<file path="config.mk">
export PLATFORM = sky130hd
export DESIGN_NAME = imm_ext_pipe
export DESIGN_NICKNAME = d
export VERILOG_FILES = /design/src/rtl/imm_pkg.sv /design/src/rtl/imm_decode.sv /design/src/rtl/imm_ext_pipe.sv
export SDC_FILE = /design/constraint.sdc
export NUM_CORES = 1
export LEC_CHECK = 0
export CAP_MARGIN = 30
export CORE_ASPECT_RATIO = 1.75
export CORE_UTILIZATION = 30
export DETAILED_ROUTE_END_ITERATION = 12
export PLACE_DENSITY = 0.64
export SETUP_SLACK_MARGIN = 0.15
export SLEW_MARGIN = 40
export SYNTH_ARGS = -nofsm -noshare
export SYNTH_HDL_FRONTEND = slang
export SYNTH_HIERARCHICAL = 1
export SYNTH_SLANG_ARGS = --single-unit
</file>
<file path="constraint.sdc">
create_clock -name clk -period 8 [get_ports clk]
set_input_delay 2 -clock clk [delete_from_list [all_inputs] [get_ports clk]]
set_output_delay 2 -clock clk [all_outputs]
set_load 0.05 [all_outputs]
</file>
<file path="src/rtl/imm_pkg.sv">
// rtl/imm_pkg.sv - shared types and constants for the immediate generator pipe
package imm_pkg;

  typedef enum logic [2:0] {
    IMM_I = 3'b000,
    IMM_S = 3'b001,
    IMM_B = 3'b010,
    IMM_J = 3'b011,
    IMM_U = 3'b100,
    IMM_Z = 3'b101
  } imm_src_t;

  localparam int XLEN_RV32 = 32;
  localparam int XLEN_RV64 = 64;

  function automatic bit xlen_legal(input int xlen);
    return (xlen == XLEN_RV32) || (xlen == XLEN_RV64);
  endfunction

  // Encoding is {out_v, skid_v}, so the state register doubles as the valid bits
  typedef enum logic [1:0] {
    EMPTY = 2'b00,
    BUSY  = 2'b10,
    FULL  = 2'b11
  } pipe_state_t;

endpackage

</file>
<file path="src/rtl/imm_decode.sv">
// rtl/imm_decode.sv - combinational immediate extractor and XLEN extender
module imm_decode
  import imm_pkg::*;
#(
  parameter int XLEN = 32
) (
  input  logic [31:0]     instr,
  input  logic [2:0]      imm_src,
  output logic [XLEN-1:0] imm,
  output logic            err
);

  logic [31:0] raw;
  logic        unused_opcode;

  assign unused_opcode = ^instr[6:0];

  // Every format is first formed as a sign-correct 32-bit value; Z and U-low
  // have a clear bit 31 where appropriate, so one sign extension covers all.
  always_comb begin
    raw = '0;
    err = 1'b0;
    case (imm_src)
      IMM_I:   raw = {{20{instr[31]}}, instr[31:20]};
      IMM_S:   raw = {{20{instr[31]}}, instr[31:25], instr[11:7]};
      IMM_B:   raw = {{19{instr[31]}}, instr[31], instr[7], instr[30:25], instr[11:8], 1'b0};
      IMM_J:   raw = {{11{instr[31]}}, instr[31], instr[19:12], instr[20], instr[30:21], 1'b0};
      IMM_U:   raw = {instr[31:12], 12'b0};
      IMM_Z:   raw = {27'b0, instr[19:15]};
      default: err = 1'b1;
    endcase
  end

  assign imm = XLEN'($signed(raw));

endmodule

</file>
<file path="src/rtl/imm_ext_pipe.sv">
// rtl/imm_ext_pipe.sv - registered immediate generator with 2-entry skid buffer
module imm_ext_pipe
  import imm_pkg::*;
#(
  parameter int XLEN  = 32,
  parameter int TAG_W = 32
) (
  input  logic             clk,
  input  logic             rst_n,
  input  logic             flush,
  input  logic             in_valid,
  output logic             in_ready,
  input  logic [31:0]      in_instr,
  input  logic [2:0]       in_imm_src,
  input  logic [TAG_W-1:0] in_tag,
  output logic             out_valid,
  input  logic             out_ready,
  output logic [XLEN-1:0]  out_imm,
  output logic [TAG_W-1:0] out_tag,
  output logic             out_err
);

  if (!xlen_legal(XLEN)) begin : g_xlen_check
    $error("imm_ext_pipe: XLEN must be 32 or 64");
  end

  pipe_state_t      state_q, state_d;
  logic [XLEN-1:0]  dec_imm;
  logic             dec_err;
  logic [XLEN-1:0]  skid_imm;
  logic [TAG_W-1:0] skid_tag;
  logic             skid_err;
  logic             accept, drain;
  logic             load_out_in, load_out_skid, load_skid;

  imm_decode #(.XLEN(XLEN)) u_decode (
    .instr   (in_instr),
    .imm_src (in_imm_src),
    .imm     (dec_imm),
    .err     (dec_err)
  );

  assign out_valid = state_q[1];
  assign in_ready  = !state_q[0];
  assign accept    = in_valid && in_ready;
  assign drain     = out_valid && out_ready;

  always_ff @(posedge clk or negedge rst_n) begin
    if (!rst_n) begin
      state_q <= EMPTY;
    end else begin
      state_q <= state_d;
    end
  end

  always_comb begin
    state_d       = state_q;
    load_out_in   = 1'b0;
    load_out_skid = 1'b0;
    load_skid     = 1'b0;
    if (flush) begin
      state_d = EMPTY;
    end else begin
      case (state_q)
        EMPTY: begin
          if (accept) begin
            load_out_in = 1'b1;
            state_d     = BUSY;
          end
        end
        BUSY: begin
          if (accept && drain) begin
            load_out_in = 1'b1;
          end else if (accept) begin
            load_skid = 1'b1;
            state_d   = FULL;
          end else if (drain) begin
            state_d = EMPTY;
          end
        end
        FULL: begin
          if (drain) begin
            load_out_skid = 1'b1;
            state_d       = BUSY;
          end
        end
        default: state_d = EMPTY;
      endcase
    end
  end

  always_ff @(posedge clk or negedge rst_n) begin
    if (!rst_n) begin
      out_imm <= '0;
      out_tag <= '0;
      out_err <= 1'b0;
    end else if (load_out_in) begin
      out_imm <= dec_imm;
      out_tag <= in_tag;
      out_err <= dec_err;
    end else if (load_out_skid) begin
      out_imm <= skid_imm;
      out_tag <= skid_tag;
      out_err <= skid_err;
    end
  end

  // Skid payload is only ever read while skid_v is set, so it carries no reset
  always_ff @(posedge clk) begin
    if (load_skid) begin
      skid_imm <= dec_imm;
      skid_tag <= in_tag;
      skid_err <= dec_err;
    end
  end

endmodule

</file>
# After elaboration in Yosys (flattened, before gate mapping)
# Index checks and enable logic that the tools add are counted.
# Widths: inputs -> output; s select.
# totals
elab_cells	52
output_inout_bits	67
reg_bits	132
in_bits	72
# classes
muxes	25
eq_ne	11
n_reduce_logical	9
# op_table
cell	n
$pmux 32 s6	1
$mux 32	4
$mux 1	12
$mux 2	6
$ne 3x3->1 const B	3
$eq 3x2->1 const B	2
$eq 3x3->1 const B	2
$pmux 2 s3	1
$reduce_or 6->1	1
$eq 2x2->1 const B	2
$ne 4x4->1 const B	1
$reduce_and 4->1	1
$eq 3x1->1 const B	1
$logic_and 1x1->1	3
$logic_not 3->1	1
$logic_not 2->1	1
$pmux 1 s2	1
$reduce_bool 2->1	1
$logic_not 1->1	1

# Depth between registers and ports, before layout
# depth
depth_word	7
mapped_depth	8

# By module
# Netlist, hierarchy kept.
# modules_own_cells
mod	instances	cells_each	area_per_inst_um2
imm_ext_pipe	1	369	5307.6
imm_decode	1	82	541.8

# Worst setup path after synthesis
# No wires, ideal clock.
# synth_timing
kind	input-to-reg
from	in flush
to	reg skid_err (enable)
path_slack_ns	3.675
arrival_time_ns	3.895
stages	2
required_time_ns	7.570
path_buffers	0
path_cell_list	and4bb_2 > and2_1
# synth_via
elab_chain_len	1
# synth_rtl
element	line_no	source
start, declared	imm_ext_pipe.sv:10	input logic flush,
$mux 1	imm_ext_pipe.sv:61	if (flush) begin
named net load_skid	imm_ext_pipe.sv:34	logic load_out_in, load_out_skid, load_skid;
end signal, assigned	imm_ext_pipe.sv:113	skid_err <= dec_err;
end, declared	imm_ext_pipe.sv:32	logic skid_err;
# The timed path passes the listed nets, and every way through them passes these cells.
# A chain may end at the register's enable or synchronous reset.

# Worst setup path after layout
# layout_timing
from	in flush
to	reg out_imm[3]
# layout_via
elab_chain_len	2
elab_cells_between_ends	4
classes_between	3 x mux; 1 x reduce/logical
# layout_rtl
element	line_no	source
$mux 1	imm_ext_pipe.sv:61	
$mux 32 / $reduce_bool 2->1 (equally long branches)	n/a	
end signal, assigned	imm_ext_pipe.sv:98	out_imm <= dec_imm;
end signal, assigned	imm_ext_pipe.sv:102	out_imm <= skid_imm;
end, declared	imm_ext_pipe.sv:18	output logic [XLEN-1:0] out_imm,
# Several ways; a longest one is shown, not always the timed one.

==> flow_results.xml <==
<?xml version="1.0" encoding="UTF-8"?>
<metrics>
  <group name="cts">
    <metric name="cts.root.buffer_cell" unit="">sky130_fd_sc_hd__clkbuf_16</metric>
    <metric name="post_cts_sizing_count" unit="">0</metric>
    <metric name="cts_max_level" unit="">4</metric>
    <metric name="cts.path.max_buffers" unit="">2</metric>
    <metric name="cts_tree" unit="">done</metric>
    <metric name="clock_sink_count" unit="">132</metric>
    <metric name="cts.hold.buffers_added" unit="">0</metric>
    <metric name="clk_latency" unit="ns">0.42</metric>
    <metric name="postCtsSetupBuffers" unit="">0</metric>
    <metric name="clk_transition_reported_paths" unit="ns">0.05</metric>
    <metric name="cts-buffers-inserted" unit="">17</metric>
  </group>
  <group name="critical_path">
    <metric name="worstSetupPathType" unit="">in -&gt; reg</metric>
    <metric name="cp.required" unit="ns">8.34</metric>
    <metric name="worst_r2r_path_depth" unit="">8</metric>
    <metric name="critical_path.endpoint_type" unit="">flip-flop</metric>
    <metric name="critical_path.startpoint_type" unit="">primary input</metric>
    <metric name="critical_path.reg2reg.endpoint" unit="">out_imm[3]</metric>
    <metric name="cp.buffers_inverters" unit="">3</metric>
    <metric name="ff2ff_setup_slack" unit="ns">4.97</metric>
    <metric name="worst-path-max-fanout" unit="">68</metric>
    <metric name="worst_ep_arrival_time" unit="ns">4.66</metric>
    <metric name="critical-path-slowest-cell" unit="">sky130_fd_sc_hd__buf_4</metric>
    <metric name="critical_r2r_launch" unit="">state_q[1]</metric>
    <metric name="cp_num_cells" unit="">7</metric>
    <metric name="cpPeakStageDelay" unit="ns">0.73</metric>
    <metric name="cells_along_the_critical_path" unit="">clkdlybuf4s50_1 &gt; and4bb_2 &gt; a31oi_4 &gt; buf_4 &gt; buf_4 &gt; nor2_1 &gt; a21oi_2</metric>
    <metric name="critical_path.most_common_cell" unit="">sky130_fd_sc_hd__buf_4</metric>
    <metric name="crit_family" unit="">buffers and inverters</metric>
    <metric name="critical_path.startpoint" unit="">flush</metric>
    <metric name="crit_path_end" unit="">out_imm[3]</metric>
  </group>
  <group name="timing">
    <metric name="layout_worst_path_cycle_share" unit="">0.540</metric>
    <metric name="pin_slew_with_the_least_headroom_to_its_limit" unit="ns">0.790</metric>
    <metric name="final_hold_viol_count" unit="">0</metric>
    <metric name="final.min_clock_period" unit="ns">4.32</metric>
    <metric name="finalClockSkew" unit="ns">0.00711</metric>
    <metric name="setup_ws" unit="ns">3.68</metric>
    <metric name="unrepaired_setup_endpoints_after_global_routing" unit="">false</metric>
    <metric name="slew_headroom" unit="">0.473</metric>
    <metric name="report.final.setup_viol" unit="">0</metric>
    <metric name="timing.final.max_slew_violations" unit="">0</metric>
    <metric name="fin_tns_setup" unit="ns">0</metric>
    <metric name="fmaxAchievable" unit="MHz">231</metric>
  </group>
  <group name="synth">
    <metric name="synth_sequential_area_ratio" unit="">0.620</metric>
    <metric name="syn-num-nets" unit="">527</metric>
    <metric name="yosys_warning_total" unit="">6</metric>
    <metric name="synth_edf_count" unit="">65</metric>
    <metric name="ys_top_cells_by_count" unit="">sky130_fd_sc_hd__mux2i_1 (72), sky130_fd_sc_hd__dfrtp_1 (67), sky130_fd_sc_hd__nor2_1 (67), sky130_fd_sc_hd__edfxtp_1 (65), sky130_fd_sc_hd__a21oi_1 (50)</metric>
    <metric name="synth.cell_area" unit="µm²">5850</metric>
    <metric name="avgSynthCellArea" unit="µm²">13.0</metric>
    <metric name="synth.most_common_cell" unit="">sky130_fd_sc_hd__mux2i_1</metric>
    <metric name="postSynth.topFlopCell" unit="">sky130_fd_sc_hd__dfrtp_1</metric>
    <metric name="synth.top_cell.area_share" unit="">0.334</metric>
    <metric name="synth_area_leaders" unit="">sky130_fd_sc_hd__edfxtp_1 (33%), sky130_fd_sc_hd__dfrtp_1 (29%), sky130_fd_sc_hd__mux2i_1 (12%), sky130_fd_sc_hd__a21oi_2 (4.6%), sky130_fd_sc_hd__nor2_1 (4.3%)</metric>
    <metric name="synth_async_sr_flop_share" unit="">0.508</metric>
    <metric name="synthDistinctLibCells" unit="">33</metric>
    <metric name="netlist.top_cell.by_area" unit="">sky130_fd_sc_hd__edfxtp_1</metric>
    <metric name="synth-seq-cells" unit="">132</metric>
    <metric name="post_synth_inst_count" unit="">451</metric>
  </group>
  <group name="floorplanning">
    <metric name="die_y" unit="µm">187</metric>
    <metric name="design.die.area" unit="µm²">20100</metric>
    <metric name="floorplan_row_count" unit="">67</metric>
    <metric name="io_pins" unit="">139</metric>
    <metric name="die_width" unit="µm">108</metric>
    <metric name="floorplan.initialDensity" unit="">0.306</metric>
    <metric name="floorplan.core_area" unit="µm²">19100</metric>
  </group>
  <group name="cells_and_area">
    <metric name="post_route_cells_drive_above_1_share" unit="">0.138</metric>
    <metric name="antenna_cells" unit="">0</metric>
    <metric name="final_cell_count_no_fill" unit="">828</metric>
    <metric name="fin_util" unit="">0.414</metric>
    <metric name="design.final.nets" unit="">650</metric>
    <metric name="area_delta_synth_final" unit="%">35.2</metric>
  </group>
  <group name="route">
    <metric name="drc" unit="">0</metric>
    <metric name="wl_per_cell" unit="µm">16.4</metric>
    <metric name="routed_wl" unit="µm">13600</metric>
    <metric name="drt-pass1-iter-count" unit="">4</metric>
    <metric name="route.antenna.remaining_nets" unit="">0</metric>
    <metric name="drt_iter0_markers" unit="">119</metric>
    <metric name="via_count" unit="">3854</metric>
    <metric name="vias_per_cell" unit="">4.65</metric>
  </group>
  <group name="global_routing">
    <metric name="first_pass_grt_wire_length" unit="µm">22000</metric>
    <metric name="maximum_number_of_pins_on_one_net_before_global_route_repair" unit="">69</metric>
    <metric name="antenna_found_initial" unit="">0</metric>
    <metric name="grt_usage" unit="">0.146</metric>
    <metric name="grt-ovfl-total" unit="">0</metric>
    <metric name="first_global_vias" unit="">4246</metric>
  </group>
  <group name="power_and_ir_drop">
    <metric name="power.share.sequential" unit="">0.321</metric>
    <metric name="cell_leakage_power" unit="nW">3.43</metric>
    <metric name="p_sw" unit="W">0.00132</metric>
    <metric name="vdd.ir_drop.worst" unit="µV">166</metric>
    <metric name="pwr-share-comb" unit="">0.441</metric>
    <metric name="internal_power" unit="W">0.00186</metric>
    <metric name="powerDensity" unit="nW/µm²">403</metric>
    <metric name="switching_share" unit="">0.415</metric>
    <metric name="total_power" unit="W">0.00318</metric>
    <metric name="clockPowerShare" unit="">0.238</metric>
  </group>
  <group name="hold_path">
    <metric name="hold_path.class" unit="">reg -&gt; reg</metric>
  </group>
  <group name="place">
    <metric name="portBuffers" unit="">131</metric>
    <metric name="place_hpwl" unit="µm">9000</metric>
    <metric name="number_of_cells_in_the_design_after_placement" unit="">796</metric>
    <metric name="finalWeightedCongestion" unit="">0.745</metric>
    <metric name="pre_cts_ws" unit="ns">3.22</metric>
  </group>
  <group name="flow_run">
    <metric name="maxCapViolations" unit="">0</metric>
  </group>
  <group name="status">
    <metric name="status" unit="">finished, final reports clean</metric>
  </group>
</metrics>
stage by stage:
stage | hold WS (ns) | instance area [µm²]
2_1_floorplan | 0.515 | 5850
3_3_place_gp | 0.530 | 7280
3_5_place_dp | 0.538 | 7320
4_1_cts | 0.550 | 7910
5_1_grt | 0.564 | 7910
6_report | 0.545 | 7910
area by class of cell:
type                       instances  area (µm²)
fill                            1836       11200
tap                              241         302
inverter                           2        7.51
sequential                       132        3630
clock inverter                    15         159
timing repair buffer             137        1380
clock buffer                      17         425
multi-input combinational        284        2010
sequential cells by signal, summed over array words and instances, names as in the netlist:
signal and cells:
out_err 1, out_imm 32, out_tag 32, skid_err 1
skid_imm 32, skid_tag 32, state_q 2
power groups by stage:
stage | Sequential [W] | Combinational (W) | Clock, W
2_1_floorplan | 0.00161 | 0.000362 | 0
3_3_place_gp | 0.00103 | 0.00139 | 0
3_5_place_dp | 0.00104 | 0.00142 | 0
4_1_cts | 0.00103 | 0.00142 | 0.000784
5_1_grt | 0.00105 | 0.00149 | 0.000812
6_report | 0.00102 | 0.00140 | 0.000758
worst register-to-register path: cells and delay by family, from the launching register on:
| family | cells | cell delay (ns) |
|---|---|---|
| buffers and inverters | 3 | 1.45 |
| DFF | 1 | 0.55 |
| and+or+nand+nor | 2 | 0.44 |
| AOI/OAI and AO/OA | 2 | 0.27 |
| adders and majority gates | 1 | 0.24 |
how the worst min path moves through the flow:
stage                       startpoint           to  slack (ns)  depth (start not counted)
after floorplan           skid_imm[10]  out_imm[10]        0.52                          2
after global placement    skid_imm[15]  out_imm[15]        0.53                          2
after detailed placement  skid_imm[17]  out_imm[17]        0.54                          2
after CTS                 skid_imm[17]  out_imm[17]        0.55                          2
after global routing       skid_imm[2]   out_imm[2]        0.56                          2
final                     skid_imm[17]  out_imm[17]        0.55                          2
layout by cell type (no fill, tap or decap), types with 2 or more instances in the layout:
cell type,count
sky130_fd_sc_hd__a21oi_2,31
sky130_fd_sc_hd__ha_1,4
sky130_fd_sc_hd__edfxtp_1,65
sky130_fd_sc_hd__inv_6,2
sky130_fd_sc_hd__nand2_1,6
sky130_fd_sc_hd__buf_4,3
sky130_fd_sc_hd__and4bb_2,2
sky130_fd_sc_hd__a21oi_1,50
sky130_fd_sc_hd__nand3_1,2
sky130_fd_sc_hd__nor2b_1,11
sky130_fd_sc_hd__bufinv_16,2
sky130_fd_sc_hd__clkinv_2,2
sky130_fd_sc_hd__mux2_2,2
sky130_fd_sc_hd__dfrtp_1,67
sky130_fd_sc_hd__buf_2,2
sky130_fd_sc_hd__clkinvlp_4,6
sky130_fd_sc_hd__nor2_1,67
sky130_fd_sc_hd__buf_12,2
sky130_fd_sc_hd__clkinv_4,3
sky130_fd_sc_hd__a21o_1,11
sky130_fd_sc_hd__o21ai_1,4
sky130_fd_sc_hd__mux2i_1,72
sky130_fd_sc_hd__o22ai_1,7
sky130_fd_sc_hd__clkdlybuf4s50_1,128
sky130_fd_sc_hd__and2_1,3
sky130_fd_sc_hd__clkbuf_16,17
sky130_fd_sc_hd__inv_1,2
metal layers:
metal  GRT usage  wire length (µm)  share of wire
met5           0                 0              0
met4      0.0854               420          0.031
met3      0.0353               568          0.042
met2       0.248              7010           0.52
met1       0.164              5580           0.41
logic make-up after synthesis:
family / synth area share
flops: 0.620
compound gates: 0.126
simple gates: 0.0734
mux: 0.127
buf+inv: 0.0404
fa+ha+maj: 0.00856
xor+xnor: 0.00471
No activity file was read; power rests on OpenSTA's default activity.
